File: src/rtl/pdm_playback_ctrl.sv
// Sample sequencer for a PDM modulator: FIFO-buffered 7-bit samples released once per sample period.
// Optional UNDERFLOW_CNT_EN adds a saturating underflow_count output.
module pdm_playback_ctrl #(
  parameter int         CLKS_PER_SAMPLE = 128,
  parameter int         DEPTH           = 16,
  parameter int         PRIME_LEVEL     = 8,
  parameter logic [6:0] IDLE_LEVEL      = 7'd64
) (
  input  logic                     clk,
  input  logic                     rst_n,
  input  logic                     start,
  input  logic                     stop,
  input  logic [6:0]               s_data,
  input  logic                     s_valid,
  output logic                     s_ready,
  output logic [6:0]               sample_out,
  output logic                     sample_strobe,
  output logic                     underflow,
  output logic                     busy,
  output logic [$clog2(DEPTH):0]   level
`ifdef UNDERFLOW_CNT_EN
  ,
  output logic [15:0]              underflow_count
`endif
);

  localparam int AW = $clog2(DEPTH);
  localparam int CW = $clog2(CLKS_PER_SAMPLE);

  typedef enum logic [1:0] {
    ST_IDLE  = 2'd0,
    ST_PRIME = 2'd1,
    ST_PLAY  = 2'd2,
    ST_DRAIN = 2'd3
  } state_e;

  state_e         state_q, state_d;
  logic [6:0]     mem_q [DEPTH];
  logic [AW-1:0]  wr_ptr_q, wr_ptr_d, rd_ptr_q, rd_ptr_d;
  logic [AW:0]    count_q, count_d;
  logic [CW-1:0]  cnt_q, cnt_d;
  logic [6:0]     sample_q, sample_d;
  logic           strobe_q, strobe_d;
  logic           uf_q, uf_d;
  logic           rdy_en_q;
  logic           push, pop, tick, running, empty, full;

  // Handshake: a sample transfers on a rising clk edge where s_valid && s_ready;
  // s_ready depends only on registered occupancy, never on a same-cycle pop.
  assign full    = (count_q == (AW+1)'(DEPTH));
  assign empty   = (count_q == '0);
  assign s_ready = rdy_en_q && !full;
  assign push    = s_valid && s_ready;
  assign running = (state_q == ST_PLAY) || (state_q == ST_DRAIN);
  assign tick    = running && (cnt_q == CW'(CLKS_PER_SAMPLE - 1));

  always_comb begin
    state_d  = state_q;
    cnt_d    = cnt_q;
    sample_d = sample_q;
    strobe_d = 1'b0;
    uf_d     = 1'b0;
    pop      = 1'b0;
    if (running) cnt_d = tick ? '0 : cnt_q + 1'b1;
    case (state_q)
      ST_IDLE: begin
        if (start) state_d = ST_PRIME;
      end
      ST_PRIME: begin
        if (stop) begin
          state_d = ST_IDLE;
        end else if (count_q >= (AW+1)'(PRIME_LEVEL)) begin
          state_d = ST_PLAY;
          cnt_d   = CW'(CLKS_PER_SAMPLE - 1);
        end
      end
      ST_PLAY: begin
        if (tick) begin
          if (!empty) begin
            pop      = 1'b1;
            sample_d = mem_q[rd_ptr_q];
            strobe_d = 1'b1;
          end else begin
            uf_d = 1'b1;
          end
        end
        if (stop) state_d = ST_DRAIN;
      end
      ST_DRAIN: begin
        if (tick) begin
          if (!empty) begin
            pop      = 1'b1;
            sample_d = mem_q[rd_ptr_q];
            strobe_d = 1'b1;
          end else begin
            state_d  = ST_IDLE;
            sample_d = IDLE_LEVEL;
            strobe_d = 1'b1;
          end
        end
      end
      default: state_d = ST_IDLE;
    endcase
  end

  always_comb begin
    wr_ptr_d = wr_ptr_q + AW'(push);
    rd_ptr_d = rd_ptr_q + AW'(pop);
    count_d  = count_q;
    case ({push, pop})
      2'b10:   count_d = count_q + 1'b1;
      2'b01:   count_d = count_q - 1'b1;
      default: count_d = count_q;
    endcase
  end

  always_ff @(posedge clk or negedge rst_n) begin
    if (!rst_n) begin
      state_q  <= ST_IDLE;
      wr_ptr_q <= '0;
      rd_ptr_q <= '0;
      count_q  <= '0;
      cnt_q    <= '0;
      sample_q <= IDLE_LEVEL;
      strobe_q <= 1'b0;
      uf_q     <= 1'b0;
      rdy_en_q <= 1'b0;
    end else begin
      state_q  <= state_d;
      wr_ptr_q <= wr_ptr_d;
      rd_ptr_q <= rd_ptr_d;
      count_q  <= count_d;
      cnt_q    <= cnt_d;
      sample_q <= sample_d;
      strobe_q <= strobe_d;
      uf_q     <= uf_d;
      rdy_en_q <= 1'b1;
    end
  end

  // Storage needs no reset: occupancy alone decides which entries are live.
  always_ff @(posedge clk) begin
    if (push) mem_q[wr_ptr_q] <= s_data;
  end

  assign sample_out    = sample_q;
  assign sample_strobe = strobe_q;
  assign underflow     = uf_q;
  assign busy          = (state_q != ST_IDLE);
  assign level         = count_q;

`ifdef UNDERFLOW_CNT_EN
  logic [15:0] uf_cnt_q, uf_cnt_d;

  always_comb begin
    uf_cnt_d = uf_cnt_q;
    if ((state_q == ST_IDLE) && start) begin
      uf_cnt_d = '0;
    end else if (uf_d && (uf_cnt_q != 16'hFFFF)) begin
      uf_cnt_d = uf_cnt_q + 16'd1;
    end
  end

  always_ff @(posedge clk or negedge rst_n) begin
    if (!rst_n) uf_cnt_q <= '0;
    else        uf_cnt_q <= uf_cnt_d;
  end

  assign underflow_count = uf_cnt_q;
`endif

endmodule

File: config.mk
export PLATFORM = sky130hd
export DESIGN_NAME = pdm_playback_ctrl
export DESIGN_NICKNAME = d
export VERILOG_FILES = /design/src/rtl/pdm_playback_ctrl.sv
export SDC_FILE = /design/constraint.sdc
export NUM_CORES = 1
export LEC_CHECK = 0
export ABC_AREA = 1
export CAP_MARGIN = 20
export CORE_MARGIN = 1.5
export CORE_UTILIZATION = 55
export DETAILED_ROUTE_END_ITERATION = 10
export GPL_TIMING_DRIVEN = 0
export PLACE_DENSITY = 0.83
export SLEW_MARGIN = 20
export SYNTH_ARGS = -nofsm -noshare
export SYNTH_HDL_FRONTEND = slang
export SYNTH_SLANG_ARGS = --single-unit
File: constraint.sdc
create_clock -name clk -period 2.8 [get_ports clk]
set_input_delay 0.84 -clock clk [delete_from_list [all_inputs] [get_ports clk]]
set_output_delay 0.84 -clock clk [all_outputs]
set_load 0.02 [all_outputs]
==> flow_metrics.py, run 1 <==
metrics = {
    "clocking": {
        "cts_buffers": 17,
        "htreeDepth": 4,
        "cts_root_buf": "clkbuf_16",
        "clk_pin_slew_worst_paths_ns": 0.06,
        "cts_buffer_depth": 2,
        "post-cts-setup-buffer-count": 0,
        "clk_latency_ns": 0.43,
        "tritoncts": "yes",
        "clock_sinks": 144,
    },
    "worst_setup_path": {
        "cp.buffers_inverters": 3,
        "cp.required_ns": 1.96,
        "cpPeakStageDelay_ns": 0.60,
        "crit_arrival_ns": 1.75,
        "start_kind": "flop",
        "crit_fanout": 10,
        "path_class": "flop to output port",
        "cp-end-kind": "output port",
        "crit_family": "buffers and inverters",
        "slowest_stage": "clkdlybuf4s50_1",
        "worstPathCellList": "buf_4, inv_2, nand2_1, clkdlybuf4s50_1",
    },
    "power_and_ir_drop": {
        "ir_drop_mv": 0.661,
        "p_per_area_nw_per_um2": 930,
        "finalPower_mw": 6.76,
        "leakage_nw": 3.00,
    },
    "timing": {
        "hold_viol_final": 0,
        "finalClockSkew_ns": 0.00712,
        "slew_viol_final": 0,
        "fin_ws_ns": 0.205,
        "post-route-period-util_pct": 92.7,
        "period_minus_slack_ns": 2.59,
        "max_freq_mhz": 385,
        "slew_headroom_pct": 49.9,
        "worst-slew-pin-transition_ns": 0.748,
        "rsz0062_at_grt": "false",
        "report.final.setup_viol": 0,
        "final.setup.tns_ns": 0,
    },
    "placement": {
        "dp_slack_ns": -0.275,
        "place_inst": 749,
        "dp_hpwl_um": 9520,
        "io_buffers": 27,
        "gp_congestion": 0.919,
    },
    "yosys": {
        "synth_cell_types": 33,
        "synthFlopType": "edfxtp_1",
        "ys_async_sr_fraction_pct": 22.2,
        "syn_area_per_cell_um2": 10.7,
        "synth_area_um2": 6230,
        "ys_warn_count": 0,
        "syn-num-nets": 602,
        "ys_ff_latch": 144,
        "syn_inst": 581,
        "ys_seq_area_share_pct": 66.9,
        "synth_edf_count": 112,
    },
    "run_status": {
        "status": "finished clean",
    },
    "finish": {
        "syn2layout_area_growth_pct": 16.7,
        "drive_above_1_share_pct": 10.0,
        "antenna_cells": 0,
        "utilization_pct": 66.5,
        "final_cell_mix": "nand2_1 (170), edfxtp_1 (112), nor2_1 (69)",
        "mostFrequentLayoutCell": "nand2_1",
        "layout.nets": 649,
        "stdcell_count": 780,
    },
    "die": {
        "pin_count": 28,
        "die_y_um": 109,
        "initial_utilization_pct": 57.0,
        "std_cell_rows": 38,
        "die_w_um": 109,
        "dieArea_um2": 12000,
        "core-area_um2": 10900,
    },
    "min_path": {
        "hp-class": "primary input to async pin",
    },
    "global_route": {
        "grt-ovfl-total": 0,
        "antenna_found_initial": 0,
        "groute.usage.overall_pct": 25.7,
        "grt_max_degree": 25,
        "grt_pass1_vias": 4125,
        "grt_pass1_wl_um": 21600,
    },
    "drt": {
        "wl_per_cell_um": 18.1,
        "drt_pass1_iterations": 6,
        "vias_per_cell": 5.59,
        "first_iter_violations": 491,
        "routed_wl_um": 14100,
        "vias": 4364,
        "drcViolationCount": 0,
        "antenna_left": 0,
    },
    "run": {
        "cap_violations": 0,
    },
}
path summary, 6_finish.rpt:
| path | start | to | slack (ns) | depth (start not counted) |
|---|---|---|---|---|
| max in group asynchronous | rst_n | sample_out[6] | 2.02 | 2 |
| max | flop | busy | 0.21 | 4 |
| min | rst_n | rd_ptr_q[2] | 0.30 | 1 |
| min in group clk | sample_out[5] | sample_out[5] | 0.49 | 2 |
| min reg2reg | sample_out[5] | sample_out[5] | 0.49 | 2 |
| max reg2reg | cnt_q[1] | level[4] | 0.24 | 15 |
state kept, by name, summed over array words and instances, names as in the netlist, named ones only:
| signal | flops |
|---|---|
| cnt_q | 7 |
| level | 5 |
| mem_q | 112 |
| rd_ptr_q | 4 |
| rdy_en_q | 1 |
| sample_out | 7 |
| sample_strobe | 1 |
| state_q | 1 |
| underflow | 1 |
| wr_ptr_q | 4 |
cell type report:
| cell class | instances | area (um^2) |
|---|---|---|
| flip-flops and latches | 144 | 4170 |
| fillers | 796 | 3660 |
| multi-input cells | 374 | 1770 |
| clock buffers | 18 | 429 |
| repair buffers | 28 | 295 |
| well taps | 140 | 175 |
| inverters | 43 | 161 |
| plain buffers | 20 | 143 |
| clock inverters | 13 | 138 |
cells by family after synthesis:
kind of cell,after synthesis,share of synthesized area (%)
simple gates,309,21.0
flops,144,66.9
buf+inv,63,4.88
compound gates,44,3.84
xor+xnor,11,1.55
fa+ha+maj,9,1.81
other cells,1,0.0602
per-layer routing:
layer  vias up  wire (um)  track usage, %
met5         -          0               0
met4         0        477            14.2
met3        37       1240            6.28
met2       223       6820            39.4
met1      2071       5600            33.8
li1       2033          -               -
where the power goes:
part           total (mW)  switching, mW  internal (mW)
Combinational        1.83           1.20          0.636
Clock                2.18          0.877           1.30
Sequential           2.75          0.181           2.57
Total                6.76           2.26           4.51
repair_timing:
item                                    CTS  global route
hold buffers                              0             0
hold endpoints to repair                  0             0
gates resized for setup                   0             2
endpoints found under the setup margin    0             1
Yosys cell counts, types with 2 or more instances:
cell type	number	share of area, %
buf_6	6	1.1
o211ai_1	4	0.48
edfxtp_1	112	54
nand4_1	2	0.20
nor3_1	2	0.16
nor2_4	4	0.72
buf_4	4	0.48
clkbuf_1	3	0.18
ha_1	9	1.8
a21oi_1	11	0.88
inv_2	7	0.42
xnor2_1	2	0.28
dfrtp_1	31	12
buf_2	6	0.48
o21ai_0	19	1.5
nand3_1	56	4.5
o21ai_1	7	0.56
inv_1	36	2.2
xor2_1	9	1.3
nor2_1	69	4.2
nand2_1	170	10
per-stage QoR:
| step | area, um^2 | hold slack [ns] |
|---|---|---|
| 3_3_place_gp | 6680 | 0.462 |
| 4_1_cts | 7260 | 0.283 |
| 2_1_floorplan | 6230 | 0.471 |
| 5_1_grt | 7270 | 0.296 |
| 3_5_place_dp | 6700 | 0.477 |
| 6_report | 7270 | 0.296 |
Note: power is estimated with default switching activity, not from simulation.
==> inputs of run 2 (changes only) <==
--- a/config.mk
+++ b/config.mk
@@ -9,6 +9,7 @@
 export CAP_MARGIN = 20
 export CORE_MARGIN = 1.5
 export CORE_UTILIZATION = 55
+export CTS_CLUSTER_SIZE = 12
 export DETAILED_ROUTE_END_ITERATION = 10
 export GPL_TIMING_DRIVEN = 0
 export PLACE_DENSITY = 0.83
==> results of run 2 <==
Same layout as run 1: the final DEF is identical, and so are final timing and power.
==> inputs of run 3 (changes only) <==
--- a/config.mk
+++ b/config.mk
@@ -13,7 +13,7 @@
 export DETAILED_ROUTE_END_ITERATION = 10
 export GPL_TIMING_DRIVEN = 0
 export PLACE_DENSITY = 0.83
-export SLEW_MARGIN = 20
+export SLEW_MARGIN = 25
 export SYNTH_ARGS = -nofsm -noshare
 export SYNTH_HDL_FRONTEND = slang
 export SYNTH_SLANG_ARGS = --single-unit
==> constraint.sdc (replaced) <==
create_clock -name clk -period 2.7 [get_ports clk]
set_input_delay 0.81 -clock clk [delete_from_list [all_inputs] [get_ports clk]]
set_output_delay 0.81 -clock clk [all_outputs]
set_load 0.02 [all_outputs]
==> run 3 against run 2 <==
Net effect:
- non-clock buffer count is the same
- setup slack got worse by 0.074 ns
- clock power rose by 4%
- sequential cell count unchanged
- die area did not move
- sequential share of layout area decreased by 0.098 points
- clock skew about the same
- global-route usage unchanged
- core utilization rose by 0.11 points
- critical path depth did not move
- sequential power rose by 4%
- count of clock-buffer cells in the layout unchanged
==> flow_metrics.py, run 3 (synthesis gave the netlist of run 1 again) <==
metrics = {
    "power_and_ir_drop": {
        "p_per_area_nw_per_um2": 963,
        "finalPower_mw": 7.02,
        "leakage_nw": 3.00,
        "ir_drop_mv": 0.686,
    },
    "worst_setup_path": {
        "cp-end-kind": "output port",
        "cpPeakStageDelay_ns": 0.60,
        "start_kind": "flop",
        "cp.required_ns": 1.89,
        "path_class": "flop to output port",
        "crit_fanout": 10,
        "r2r_slack_ns": 0.24,
        "worstPathCellList": "buf_4, inv_2, nand2_1, clkdlybuf4s50_1",
        "crit_arrival_ns": 1.76,
        "slowest_stage": "clkdlybuf4s50_1",
        "crit-reg2reg-launch": "cnt_q[1]",
    },
    "timing": {
        "fin_ws_ns": 0.132,
        "period_minus_slack_ns": 2.57,
        "worst-slew-pin-transition_ns": 0.756,
        "post-route-period-util_pct": 95.1,
        "slew_viol_final": 0,
        "hold_viol_final": 0,
        "slew_headroom_pct": 49.4,
        "rsz0062_at_grt": "false",
        "finalClockSkew_ns": 0.00743,
        "max_freq_mhz": 389,
        "report.final.setup_viol": 0,
    },
    "global_route": {
        "grt-ovfl-total": 0,
        "grt_pass1_vias": 4125,
        "grt_max_degree": 25,
        "grt_pass1_wl_um": 21600,
        "antenna_found_initial": 0,
        "groute.usage.overall_pct": 25.7,
    },
    "placement": {
        "gp_congestion": 0.919,
        "dp_slack_ns": -0.345,
        "dp_hpwl_um": 9520,
        "io_buffers": 27,
        "place_inst": 749,
    },
    "finish": {
        "drive_above_1_share_pct": 10.2,
        "final_cell_mix": "nand2_1 (170), edfxtp_1 (112), nor2_1 (69)",
        "stdcell_count": 780,
        "layout.nets": 649,
        "top_register": "mem_q",
        "syn2layout_area_growth_pct": 16.9,
        "utilization_pct": 66.6,
        "mostFrequentLayoutCell": "nand2_1",
        "antenna_cells": 0,
        "largest_reg_flops": 112,
    },
    "clocking": {
        "clk_pin_slew_worst_paths_ns": 0.06,
        "hold_buffers": 0,
        "tritoncts": "yes",
        "htreeDepth": 4,
        "cts_root_buf": "clkbuf_16",
        "post-cts-setup-buffer-count": 0,
        "cts_buffers": 17,
        "clk_latency_ns": 0.43,
        "cts_buffer_depth": 2,
        "clock_sinks": 144,
        "cts_resized": 0,
    },
    "drt": {
        "vias_per_cell": 5.63,
        "routed_wl_um": 14100,
        "drt_pass1_iterations": 5,
        "vias": 4389,
        "antenna_left": 0,
        "drcViolationCount": 0,
        "wl_per_cell_um": 18.1,
        "first_iter_violations": 493,
    },
    "die": {
        "die_y_um": 109,
        "core-area_um2": 10900,
        "std_cell_rows": 38,
        "pin_count": 28,
        "die_w_um": 109,
        "initial_utilization_pct": 57.0,
        "dieArea_um2": 12000,
    },
    "min_path": {
        "hp-class": "primary input to async pin",
    },
    "run_status": {
        "status": "finished clean",
    },
    "run": {
        "cap_violations": 0,
    },
}
-- run 3: worst max-delay path: cells and delay by family (launching register included) --
family | cells | cell delay [ns]
buffers and inverters | 3 | 0.86
flip-flops | 1 | 0.39
AND/OR/NAND/NOR | 1 | 0.07
-- run 3: final timing paths --
path                                      end  cells past startpoint
min in group clk                sample_out[5]                      2
worst max-delay path                     busy                      4
worst min register to register  sample_out[5]                      2
max in group asynchronous       sample_out[6]                      2
worst max register to register       level[4]                     16
worst min-delay path              rd_ptr_q[2]                      1
-- run 3: cell type report --
class | count | area (um^2)
plain buffers | 20 | 143
clock buffers | 18 | 429
clock inverters | 13 | 138
fillers | 795 | 3650
inverters | 43 | 161
multi-input cells | 374 | 1780
flip-flops and latches | 144 | 4170
well taps | 140 | 175
repair buffers | 28 | 295
-- run 3: stage by stage --
stage	cell area, um^2	hold WS (ns)	setup TNS, ns
floorplan	6230	0.471	0
global placement	6680	0.462	-4.96
detailed placement	6700	0.477	-8.68
CTS	7260	0.253	0
global route	7280	0.266	0
finish	7280	0.267	0
-- run 3: metal layers --
| metal | GRT usage, % | routed length, um | vias up |
|---|---|---|---|
| li1 | - | - | 2035 |
| met1 | 33.8 | 5570 | 2066 |
| met2 | 39.4 | 6850 | 256 |
| met3 | 6.28 | 1290 | 32 |
| met4 | 14.2 | 422 | 0 |
| met5 | 0 | 0 | - |
-- run 3: power by group --
part / internal [mW] / leakage [nW] / switching (mW)
sequential: 2.66 / 1.40 / 0.191
combinational: 0.660 / 1.34 / 1.24
clock: 1.35 / 0.264 / 0.905
total: 4.68 / 3.00 / 2.34
==> edit 1 (config.mk and constraints of run 2) <==
Change the parameter `CLKS_PER_SAMPLE` from 128 to 64.
--- a/src/rtl/pdm_playback_ctrl.sv
+++ b/src/rtl/pdm_playback_ctrl.sv
@@ -1,7 +1,7 @@
 // Sample sequencer for a PDM modulator: FIFO-buffered 7-bit samples released once per sample period.
 // Optional UNDERFLOW_CNT_EN adds a saturating underflow_count output.
 module pdm_playback_ctrl #(
-  parameter int         CLKS_PER_SAMPLE = 128,
+  parameter int         CLKS_PER_SAMPLE = 64,
   parameter int         DEPTH           = 16,
   parameter int         PRIME_LEVEL     = 8,
   parameter logic [6:0] IDLE_LEVEL      = 7'd64
Check against the original RTL: no difference found for any inputs over 10 cycles, from zero or initial values and one cycle with rst_n low; that may be too few to reach the edited logic, so the function may still have changed.
==> edit 1 against run 2 <==
  * Register-to-register slack better by 0.02 ns
  * Critical path type unchanged
  * Wire length up 0.44%
  * Largest power group unchanged
  * Clock skew rose by 0.0031 ns
  * Count of clock-buffer cells in the layout shrank 1
  * Total power shrank 0.91%
  * Synthesized cell count fell by 12%
  * Critical path depth unchanged
  * Design area fell by 3.6%
  * Sequential cell count decreased by 1
  * Area after synthesis shrank 3.5%
  * Worst setup slack worse by 0.049 ns
==> edit 1: results (changes against run 2) <==
detailed_place.area_um2: 6450  # -3.7%
fillers: 733  # -7.9%
final.setup_skew_ns: 0.0103  # +0.00314 ns
whs_ns: 0.346  # +0.0508 ns
power.sequential.fraction_pct: 40.9  # +0.2 points
share_of_post_route_cells_with_drive_strength_above_1_pct: 11.2  # +1.2 points
seq_area_frac_synth_pct: 68.8  # +2.0 points
pre_cts_slack_ns: -0.0578  # +0.217 ns
route.detailed.wl_per_inst_um: 20.1  # +11%
synth_nets: 531  # -12%
gpl.final_weighted_congestion: 0.876  # -4.8%
tritoncts_num_sinks: 143  # -0.69%
postSynth.asyncResetShare_pct: 21.7  # -0.54 points
grt_first_pass_wirelength_mm: 21.9  # +1.2%
path_depth_of_the_worst_reg2reg_path: 16  # +1
chipWidth_um: 108  # -1.7%
power.ir.vdd_worst_uv: 576  # -13%
drt-initial-drc-count: 598  # +22%
signal_buffer_area_fraction_pct: 5.48  # -0.54 points
first_global_vias: 4148  # +0.56%
synth.lib_cells_used.distinct: 38  # +15%
multi_input_comb_area_um2: 1610  # -8.8%
number_of_instances_in_the_placed_design: 675  # -9.9%
crit-reg2reg-launch: "cnt_q[0]"
outcome: "finished clean"
==> edit 1: cell types whose count changed after synthesis, moves of 5 or more <==
cell             run 2  this run
nand2_1            170        74
o21ai_0             19        50
nand3_1             56        27
o211ai_1             4        14
buf_2                6        12
nand4_1              2         8
inv_2                7         2
==> edit 1: logic make-up (layout without fill, tap and decap cells) <==
group,count (synthesis),after routing,synth area share (%)
and+or+nand+nor,196,196,14.5
DFF,143,143,68.8
AOI/OAI and AO/OA,93,93,9.09
buffers and inverters,61,119,4.47
xor gates and xnor gates,11,11,1.60
adders and majority gates,7,7,1.46
other,1,1,0.0623
==> edit 1: metal layers <==
| layer | wire length (µm) | track usage (%) |
|---|---|---|
| met1 | 5260 | 33.0 |
| met2 | 7080 | 43.7 |
| met3 | 1530 | 7.93 |
| met4 | 328 | 10.2 |
| met5 | 0 | 0 |
==> edit 1: worst max-delay path, delay by kind of cell, from the launching register on <==
kind	cells	cell delay (ns)
buf+inv	3	0.83
flops	1	0.34
simple gates	1	0.10
==> edit 2 (flow settings as in run 2) <==
Made on the original files. Re-encode `state_e` (4 states) as one-hot, 4 bits wide.
--- a/src/rtl/pdm_playback_ctrl.sv
+++ b/src/rtl/pdm_playback_ctrl.sv
@@ -27,11 +27,11 @@
   localparam int AW = $clog2(DEPTH);
   localparam int CW = $clog2(CLKS_PER_SAMPLE);
 
-  typedef enum logic [1:0] {
-    ST_IDLE  = 2'd0,
-    ST_PRIME = 2'd1,
-    ST_PLAY  = 2'd2,
-    ST_DRAIN = 2'd3
+  typedef enum logic [3:0] {
+    ST_IDLE  = 4'b0001,
+    ST_PRIME = 4'b0010,
+    ST_PLAY  = 4'b0100,
+    ST_DRAIN = 4'b1000
   } state_e;
 
   state_e         state_q, state_d;
Check against the original RTL: no difference found for any inputs over 10 cycles, from zero or initial values and one cycle with rst_n low; not proved beyond that.
==> edit 2 against run 2 <==
  * Synthesized cell count is 9.3% lower
  * Hold slack got worse by 0.091 ns
  * Design area down 0.79%
  * Sequential share of layout area up 1.2 points
  * Total power is 0.84% lower
  * Worst setup slack better by 0.014 ns
  * First-iteration DRC count up 37%
  * Count of clock-buffer cells in the layout shrank 1
  * Global-route usage grew 0.84 points
  * Sequential cell count is 2 higher
  * Area after synthesis is 1.5% lower
  * Wire length is 4.5% higher
==> edit 2: results (changes against run 2) <==
outcome: "finished clean"
grt_util_all_layers_pct: 26.5  # +0.84 points
postCtsResizedCells: 0  # unchanged
number_of_instances_in_the_placed_design: 695  # -7.2%
share_of_post_route_cells_with_drive_strength_above_1_pct: 10.7  # +0.73 points
largest_net_degree_at_the_start_of_global_routing: 24  # -4.0%
drt-initial-drc-count: 671  # +37%
routed-via-count: 4419  # +1.3%
gpl.final_weighted_congestion: 0.897  # -2.4%
fillers: 753  # -5.4%
vias_per_cell: 6.08  # +8.6%
grt_antenna_before_repair: 0  # unchanged
path_depth_of_the_worst_reg2reg_path: 16  # +1
top_register: "mem_q"
synth.lib_cells_used.distinct: 40  # +21%
totalWireLength_mm: 14.8  # +4.5%
synth-warning-count: 0  # unchanged
synth_nets: 546  # -9.3%
insertion_delay_ns: 0.53  # +0.10 ns
postSynth.asyncResetShare_pct: 23.3  # +1.1 points
leakage_nw: 2.79  # -7.2%
netlist_top_cells_count: "112 x edfxtp_1, 104 x nand2_1, 62 x nor2_1, 47 x o21ai_0, 32 x dfrtp_1"
final_nets: 593  # -8.6%
final.setup_skew_ns: 0.0106  # +0.00345 ns
antenna_cells: 0  # unchanged
clockRootBuffer: "clkbuf_8"
largest_reg_flops: 112  # unchanged
hpwlAfterDp_mm: 9.45  # -0.67%
relSlewSlack_pct: 50.5  # +0.60 points
first_pass_iters: 6  # unchanged
critical_path_peak_fanout: 10  # unchanged
syn_inst: 527  # -9.3%
power.ir.vdd_worst_uv: 593  # -10%
grt_first_pass_wirelength_mm: 22.5  # +4.2%
synth_area_leaders: "edfxtp_1 55%, dfrtp_1 13%, nand2_1 6.4%"
critical_path_arrival_ns: 3.00  # +1.25 ns
seq_area_frac_synth_pct: 68.7  # +1.9 points
cts.clk_slew.worst_paths_ns: 0.06  # about the same
==> edit 2: where the power goes <==
group          internal, mW  leakage, nW  switching (mW)  total (mW)
Sequential             2.60         1.43           0.209        2.81
Clock                  1.44        0.293           0.866        2.30
Combinational         0.510         1.07            1.08        1.59
==> edit 2: worst paths after layout <==
| path | startpoint | end | slack [ns] |
|---|---|---|---|
| max | cnt_q[0] | level[4] | 0.22 |
| min reg2reg | sample_out[3] | sample_out[3] | 0.48 |
| min in group clk | sample_out[3] | sample_out[3] | 0.48 |
| min | rst_n | underflow | 0.20 |
| max reg2reg | cnt_q[0] | level[4] | 0.22 |
| max in group asynchronous | rst_n | sample_out[6] | 2.09 |
==> edit 2: logic make-up (layout without fill, tap and decap cells) <==
kind of cell | count (synthesis) | count (layout) | synth area share [%]
and+or+nand+nor | 225 | 225 | 16.5
DFF | 146 | 146 | 68.7
AOI/OAI and AO/OA | 86 | 86 | 8.30
buffers and inverters | 51 | 111 | 3.45
xor gates and xnor gates | 11 | 11 | 1.57
adders and majority gates | 7 | 7 | 1.43
other | 1 | 1 | 0.0611
==> edit 2: worst max-delay path, cell delays in order (launching register included) <==
cell	delay, ns
dfrtp_1	0.40
ha_1	0.20
nand3_1	0.14
nor2_4	0.20
nand2_4	0.11
nor2_8	0.14
buf_6	0.17
ha_2	0.26
xor2_1	0.21
ha_1	0.17
inv_1	0.05
nand2_2	0.07
nand2_1	0.08
nand3_1	0.10
nand2_1	0.06
nand2_1	0.05
nand2_1	0.04
==> edit 2: layout make-up <==
type	count	share of cell area, %
inverters	33	1.72
clock inverters	15	2.62
flip-flops and latches	146	58.4
multi-input cells	330	23.7
clock buffers	17	5.74
plain buffers	18	1.21
well taps	140	2.43
repair buffers	28	4.13
==> edit 2: metal layers <==
| layer | up-vias | wire length [µm] | GRT usage, % |
|---|---|---|---|
| li1 | 1963 | - | - |
| met1 | 2137 | 5360 | 32.7 |
| met2 | 268 | 7550 | 44.9 |
| met3 | 51 | 1320 | 6.63 |
| met4 | 0 | 538 | 11.1 |
| met5 | - | 0 | 0 |
==> edit 2: metrics by stage <==
stage | power (mW) | setup TNS (ns) | instance area [µm²] | setup WS [ns]
3_5_place_dp | 4.39 | -6.35 | 6600 | -0.126
5_1_grt | 6.95 | 0 | 7210 | 0.00462
4_1_cts | 6.69 | 0 | 7210 | 0.0133
2_1_floorplan | 3.79 | 0 | 6140 | 0.564
3_3_place_gp | 4.28 | -1.31 | 6580 | -0.0509
6_report | 6.71 | 0 | 7210 | 0.220
